<file path="src/rtl/ecc7_arbiter.sv">
// Two-channel round-robin front end for a shared, 3-stage Hamming(7,4)
// syndrome/correction pipeline with per-channel saturating error counters.
module ecc7_arbiter (
    input  logic       clk,
    input  logic       rst,
    input  logic       req0_valid,
    input  logic [6:0] req0_code,
    output logic       req0_ready,
    input  logic       req1_valid,
    input  logic [6:0] req1_code,
    output logic       req1_ready,
    input  logic       clear_counts,
    output logic       out0_valid,
    output logic [3:0] out0_data,
    output logic       out0_err,
    output logic [2:0] out0_loc,
    output logic       out1_valid,
    output logic [3:0] out1_data,
    output logic       out1_err,
    output logic [2:0] out1_loc,
    output logic [7:0] err_count0,
    output logic [7:0] err_count1
);

    // Handshake: a codeword transfers in any cycle where reqN_valid && reqN_ready;
    // ready is combinational from both valids and the round-robin pointer.
    logic       grant0, grant1;
    logic       last_q, last_d;

    logic       s1_valid_q, s1_valid_d;
    logic       s1_tag_q, s1_tag_d;
    logic [6:0] s1_code_q, s1_code_d;

    logic       s2_valid_q;
    logic       s2_tag_q;
    logic [6:0] s2_code_q;
    logic [2:0] s2_syn_q, s2_syn_d;

    logic [6:0] fix_code;
    logic [3:0] fix_data;
    logic       fix_err;
    logic [2:0] fix_loc;

    logic       out0_valid_q, out0_valid_d;
    logic [3:0] out0_data_q, out0_data_d;
    logic       out0_err_q, out0_err_d;
    logic [2:0] out0_loc_q, out0_loc_d;
    logic       out1_valid_q, out1_valid_d;
    logic [3:0] out1_data_q, out1_data_d;
    logic       out1_err_q, out1_err_d;
    logic [2:0] out1_loc_q, out1_loc_d;
    logic [7:0] cnt0_q, cnt0_d;
    logic [7:0] cnt1_q, cnt1_d;

    // When both request, the channel that was not served last wins.
    always_comb begin
        grant0 = req0_valid & (~req1_valid | last_q);
        grant1 = req1_valid & (~req0_valid | ~last_q);
        last_d = last_q;
        if (grant0) begin
            last_d = 1'b0;
        end else if (grant1) begin
            last_d = 1'b1;
        end
    end

    assign req0_ready = grant0;
    assign req1_ready = grant1;

    always_comb begin
        s1_valid_d = grant0 | grant1;
        s1_tag_d   = grant1;
        s1_code_d  = grant1 ? req1_code : req0_code;
        s2_syn_d   = {s1_code_q[3] ^ s1_code_q[4] ^ s1_code_q[5] ^ s1_code_q[6],
                      s1_code_q[1] ^ s1_code_q[2] ^ s1_code_q[5] ^ s1_code_q[6],
                      s1_code_q[0] ^ s1_code_q[2] ^ s1_code_q[4] ^ s1_code_q[6]};
    end

    // A nonzero syndrome names the flipped bit as (syndrome - 1).
    always_comb begin
        fix_code = s2_code_q;
        fix_err  = 1'b0;
        fix_loc  = 3'd0;
        if (s2_syn_q != 3'd0) begin
            fix_loc  = s2_syn_q - 3'd1;
            fix_err  = 1'b1;
            fix_code = s2_code_q ^ (7'd1 << fix_loc);
        end
        fix_data = {fix_code[6], fix_code[5], fix_code[4], fix_code[2]};
    end

    always_comb begin
        out0_valid_d = s2_valid_q & ~s2_tag_q;
        out1_valid_d = s2_valid_q & s2_tag_q;
        out0_data_d  = out0_data_q;
        out0_err_d   = out0_err_q;
        out0_loc_d   = out0_loc_q;
        out1_data_d  = out1_data_q;
        out1_err_d   = out1_err_q;
        out1_loc_d   = out1_loc_q;
        if (out0_valid_d) begin
            out0_data_d = fix_data;
            out0_err_d  = fix_err;
            out0_loc_d  = fix_loc;
        end
        if (out1_valid_d) begin
            out1_data_d = fix_data;
            out1_err_d  = fix_err;
            out1_loc_d  = fix_loc;
        end
    end

    // Counters follow the registered result pulse; clear beats increment.
    always_comb begin
        cnt0_d = cnt0_q;
        cnt1_d = cnt1_q;
        if (clear_counts) begin
            cnt0_d = 8'd0;
            cnt1_d = 8'd0;
        end else begin
            if (out0_valid_q && out0_err_q && (cnt0_q != 8'hFF)) begin
                cnt0_d = cnt0_q + 8'd1;
            end
            if (out1_valid_q && out1_err_q && (cnt1_q != 8'hFF)) begin
                cnt1_d = cnt1_q + 8'd1;
            end
        end
    end

    always_ff @(posedge clk) begin
        if (rst) begin
            last_q       <= 1'b1;
            s1_valid_q   <= 1'b0;
            s1_tag_q     <= 1'b0;
            s1_code_q    <= 7'd0;
            s2_valid_q   <= 1'b0;
            s2_tag_q     <= 1'b0;
            s2_code_q    <= 7'd0;
            s2_syn_q     <= 3'd0;
            out0_valid_q <= 1'b0;
            out0_data_q  <= 4'd0;
            out0_err_q   <= 1'b0;
            out0_loc_q   <= 3'd0;
            out1_valid_q <= 1'b0;
            out1_data_q  <= 4'd0;
            out1_err_q   <= 1'b0;
            out1_loc_q   <= 3'd0;
            cnt0_q       <= 8'd0;
            cnt1_q       <= 8'd0;
        end else begin
            last_q       <= last_d;
            s1_valid_q   <= s1_valid_d;
            s1_tag_q     <= s1_tag_d;
            s1_code_q    <= s1_code_d;
            s2_valid_q   <= s1_valid_q;
            s2_tag_q     <= s1_tag_q;
            s2_code_q    <= s1_code_q;
            s2_syn_q     <= s2_syn_d;
            out0_valid_q <= out0_valid_d;
            out0_data_q  <= out0_data_d;
            out0_err_q   <= out0_err_d;
            out0_loc_q   <= out0_loc_d;
            out1_valid_q <= out1_valid_d;
            out1_data_q  <= out1_data_d;
            out1_err_q   <= out1_err_d;
            out1_loc_q   <= out1_loc_d;
            cnt0_q       <= cnt0_d;
            cnt1_q       <= cnt1_d;
        end
    end

    assign out0_valid = out0_valid_q;
    assign out0_data  = out0_data_q;
    assign out0_err   = out0_err_q;
    assign out0_loc   = out0_loc_q;
    assign out1_valid = out1_valid_q;
    assign out1_data  = out1_data_q;
    assign out1_err   = out1_err_q;
    assign out1_loc   = out1_loc_q;
    assign err_count0 = cnt0_q;
    assign err_count1 = cnt1_q;

endmodule

</file>
<file path="config.mk">
export PLATFORM = sky130hd
export DESIGN_NAME = ecc7_arbiter
export DESIGN_NICKNAME = d
export VERILOG_FILES = /design/src/rtl/ecc7_arbiter.sv
export SDC_FILE = /design/constraint.sdc
export NUM_CORES = 1
export LEC_CHECK = 0
export CAP_MARGIN = 15
export CORE_MARGIN = 4
export CORE_UTILIZATION = 35
export CTS_CLUSTER_SIZE = 10
export DETAILED_ROUTE_END_ITERATION = 8
export PLACE_DENSITY = 0.58
export SLEW_MARGIN = 20
export SYNTH_ARGS = -nofsm -noshare
export SYNTH_HDL_FRONTEND = slang
export SYNTH_SLANG_ARGS = --single-unit
</file>
<file path="constraint.sdc">
create_clock -name clk -period 1.5 [get_ports clk]
set_input_delay 0.3 -clock clk [delete_from_list [all_inputs] [get_ports clk]]
set_output_delay 0.3 -clock clk [all_outputs]
set_load 0.01 [all_outputs]
</file>
==> results by stage <==
Drt:
- Using the TritonRoute via totals, the vias-per-cell ratio works out to 4.70.
- The DRC violation count after routing is 0.
- The first detailed-routing pass took 4 iterations.
- Once detail routing completed, the nets flagged for antenna violations numbered 0.
- Summed over all layers, the routed wires come to 4440 um.
- The average routed wire per standard cell is 12.0 um.
- The total via count in the routed design is 1744.
- The starting DRC count in detailed routing is 71.

Die:
- The die is 87.3 um tall.
- The width of the die is 87.3 um.
- The initial cell density of the core is 36.7%.
- The I/O pin total is 55.
- The floorplan has 28 rows.
- The area of the die is 0.00761 sq mm.
- The region available for standard cell placement spans 0.00599 sq mm.

CTS:
- The number of post-CTS setup repair buffers is 0.
- The deepest level of the CTS H-tree is 2.
- The CTS buffer count is 5.
- After clock tree synthesis, the clock-pin slew on the worst setup and hold paths is 0.09 ns.
- In this run the deepest clock path goes through 2 buffers.
- The cell chosen for the clock root is clkbuf_8.
- The tree built by TritonCTS fans out to 53 sinks.
- The worst-skew pair later-pin latency is 0.31 ns.
- The clock tree from TritonCTS is yes.

Place:
- The placement-stage worst setup slack is -0.298 ns.
- The HPWL after detailed placement is 3190 um.
- At the end of routability-driven placement, the weighted congestion stood at 0.710.
- Port buffering added 54 buffers.
- The post-detailed-placement cell area is 0.00287 sq mm.

Synthesis:
- Counting instances in the post-synthesis netlist gives the leading cell types as dfxtp_1, nor2_1, nand2_1.
- For this run, asynchronously set or reset flops after synthesis account for 0%.
- Synthesis handed over a netlist of 234 instances.
- The mapped netlist covers 0.00220 sq mm.
- The netlist uses 34 different library cells.
- Summed over its instances, the top area cell type makes up 48.3% of the synthesized netlist area.
- The post-synthesis average cell area is 9.39 sq um.
- The most common cell in the synthesized netlist is dfxtp_1.
- The sequential-to-total area share from yosys stat is 48.3%.
- The number of nets handed over by synthesis was 255.
- The number of enable flip-flop cells after synthesis is 0.
- In the post-synthesis netlist, the biggest area contributors are dfxtp_1, nor2_1, xnor2_1, a211oi_1, a21oi_1.
- dfxtp_1 takes more of the synthesized area than any other cell.
- Synthesis inferred 53 register bits.
- The dominant synthesized flop cell is dfxtp_1.
- During synthesis, Yosys emitted a total of 0 warnings.

STA:
- The clock skew is 0.00594 ns.
- Static timing analysis puts the maximum clock frequency at 708 MHz.
- Setup repair after global routing left no endpoint under its margin.
- The number of pins exceeding their max-slew limit in the final report is 0.
- The worst path uses 94.2% of the clock period.
- For the pin with the worst max-slew slack, the measured transition is 0.434 ns.
- The worst path setup slack after routing is 0.0870 ns.
- Setup violations remaining at the end of the flow were counted as 0.
- The worst pin sits at a relative slew slack of 71.1%.
- The clock period could shrink to 1.41 ns.
- The final count of hold timing violations came to 0.

Finish:
- The final layout contains 316 nets.
- The synthesis-to-layout area growth is 36.2%.
- The final antenna diode count is 0.
- The fraction of layout instances using a drive strength above 1 is 14.5%.
- The finished cells cover 0.00299 sq mm.

Setup path:
- The category of cells accounting for the largest share of critical-path delay is compound AO/OA/AOI/OAI gates.
- The worst setup path is of the reg2reg kind.
- The top fanout value on the critical path is 5.
- The required time of the critical path is 1.69 ns.
- The worst setup path is captured at a flip-flop.
- In this design, the stage delay of the slowest critical-path cell is 0.35 ns.
- The worst setup path is launched from a flip-flop.
- Walking the worst path, the cells encountered are ha_2 -> and3_4 -> a2111oi_4 -> xnor2_1 -> nor2_1.
- The arrival time at the worst endpoint is 1.60 ns.
- The worst setup slack for register-to-register paths is 0.09 ns.
- The buffers plus inverters on the worst setup path is 0.
- The worst register-to-register path has a depth of 5.
- The endpoint identified for the worst register-to-register timing path is err_count0[5].
- The worst register-to-register path begins at err_count0[0].
- The slowest stage of the critical path belongs to the cell a2111oi_4.

GRT:
- The number of global-route vias before repair came to 1594.
- The residual overflow from global routing is 0.
- Entering global routing, the biggest net connects 38 pins.
- The number of antenna violations at the first check in global routing is 0.
- Global routing used 12.3% of the available tracks across all layers.
- The first global-routing pass estimated 7400 um of wire.

Hold path:
- The min-delay analysis places its worst path in the category in2reg.
- The worst hold path was traced through 3 stages.
- The worst hold path terminates at s1_valid_q.
- The hold path startpoint is req0_valid.

Pwr:
- Dividing total power by cell area gives a power density of 929 mW/mm^2.
- Summed over all cells, the static leakage comes to 1.25 nW.
- VDD sags by at most 0.444 mV.

Run:
- The number of max-capacitance violations reported is 0.

Status:
- The flow ran to the end, and the final reports show no timing, DRC or antenna violations.
[worst register-to-register path, cell delays in order, from the launching register on]
cell and delay [ns]:
dfxtp_1 0.33, ha_2 0.20, and3_4 0.22, a2111oi_4 0.35
xnor2_1 0.15, nor2_1 0.05
[registers in the layout, indices dropped and copies added, names as in the netlist, 3 cells and up]
signal	flops
s2_code_q	4
s1_code_q	7
err_count1	8
out1_data	4
out0_loc	3
out1_loc	3
s2_syn_q	3
out0_data	4
err_count0	8
[what timing repair did]
action                                 in CTS  in global routing
resized for setup                          43                 13
setup endpoints to repair                  30                 14
hold buffers                                0                  0
endpoints found under the hold margin       0                  0
pin swaps                                   0                  2
[where the power goes]
group | switching [W] | internal, W
logic | 0.000129 | 0.000146
registers | 0.0000514 | 0.00146
clock network | 0.000448 | 0.000544
[area by class of cell]
class                      count  area [sq um]
clock buffer                   7          86.3
clock inverter                 1          30.0
fill                         610          3000
inverter                       8          30.0
multi-input combinational    163          1090
sequential                    53          1070
tap                           75          93.8
timing repair buffer          64           591
[per-layer routing]
| metal | routed length [um] | track usage [%] | part of all wire [%] | up-vias |
|---|---|---|---|---|
| li1 | - | - | - | 915 |
| met2 | 1890 | 17.9 | 42 | 41 |
| met3 | 268 | 3.22 | 6.0 | 8 |
| met4 | 98 | 6.28 | 2.2 | 0 |
| met5 | 0 | 0 | 0 | - |
| met1 | 2190 | 16.7 | 49 | 780 |
[cell families after synthesis]
group / Yosys count / share of synthesized area, %
simple gates: 92 / 21.4
flops: 53 / 48.3
compound gates: 44 / 15.9
xor+xnor: 23 / 9.16
buf+inv: 18 / 3.24
mux: 2 / 0.911
fa+ha+maj: 2 / 1.14
[how the worst max path moves through the flow]
stage	from	endpoint	slack (ns)	cells past startpoint
global route	err_count1[1]	err_count1[4]	0.01	5
global placement	req0_valid	req1_ready	-0.29	5
CTS	out1_loc[1]	out1_loc[1]	0.002	1
finish	err_count0[0]	err_count0[5]	0.09	5
detailed placement	req0_valid	req1_ready	-0.30	5
floorplan	err_count0[0]	err_count0[5]	0.05	5
[cell usage in the layout (no fill, tap or decap), drive strengths merged, types with 7 or more instances in the layout]
master,n
dfxtp,53
nor2,40
dlygate4sd2,29
nand2,23
a21oi,18
xnor2,17
clkdlybuf4s50,17
a211oi,16
buf,11
inv,7
nor2b,7
clkbuf,7
[stage by stage]
stage / hold WS [ns] / instances / total power, W / TNS, ns / utilization (%)
final: 0.430 / 371 / 0.00278 / 0 / 50.0
after global routing: 0.448 / 371 / 0.00293 / 0 / 50.0
after CTS: 0.428 / 371 / 0.00282 / 0 / 49.3
after detailed placement: 0.425 / 363 / 0.00184 / -0.552 / 47.8
after global placement: 0.425 / 363 / 0.00184 / -0.541 / 47.8
after floorplan: 0.414 / 234 / 0.00171 / 0 / -
Power figures use the tool's default switching activity.
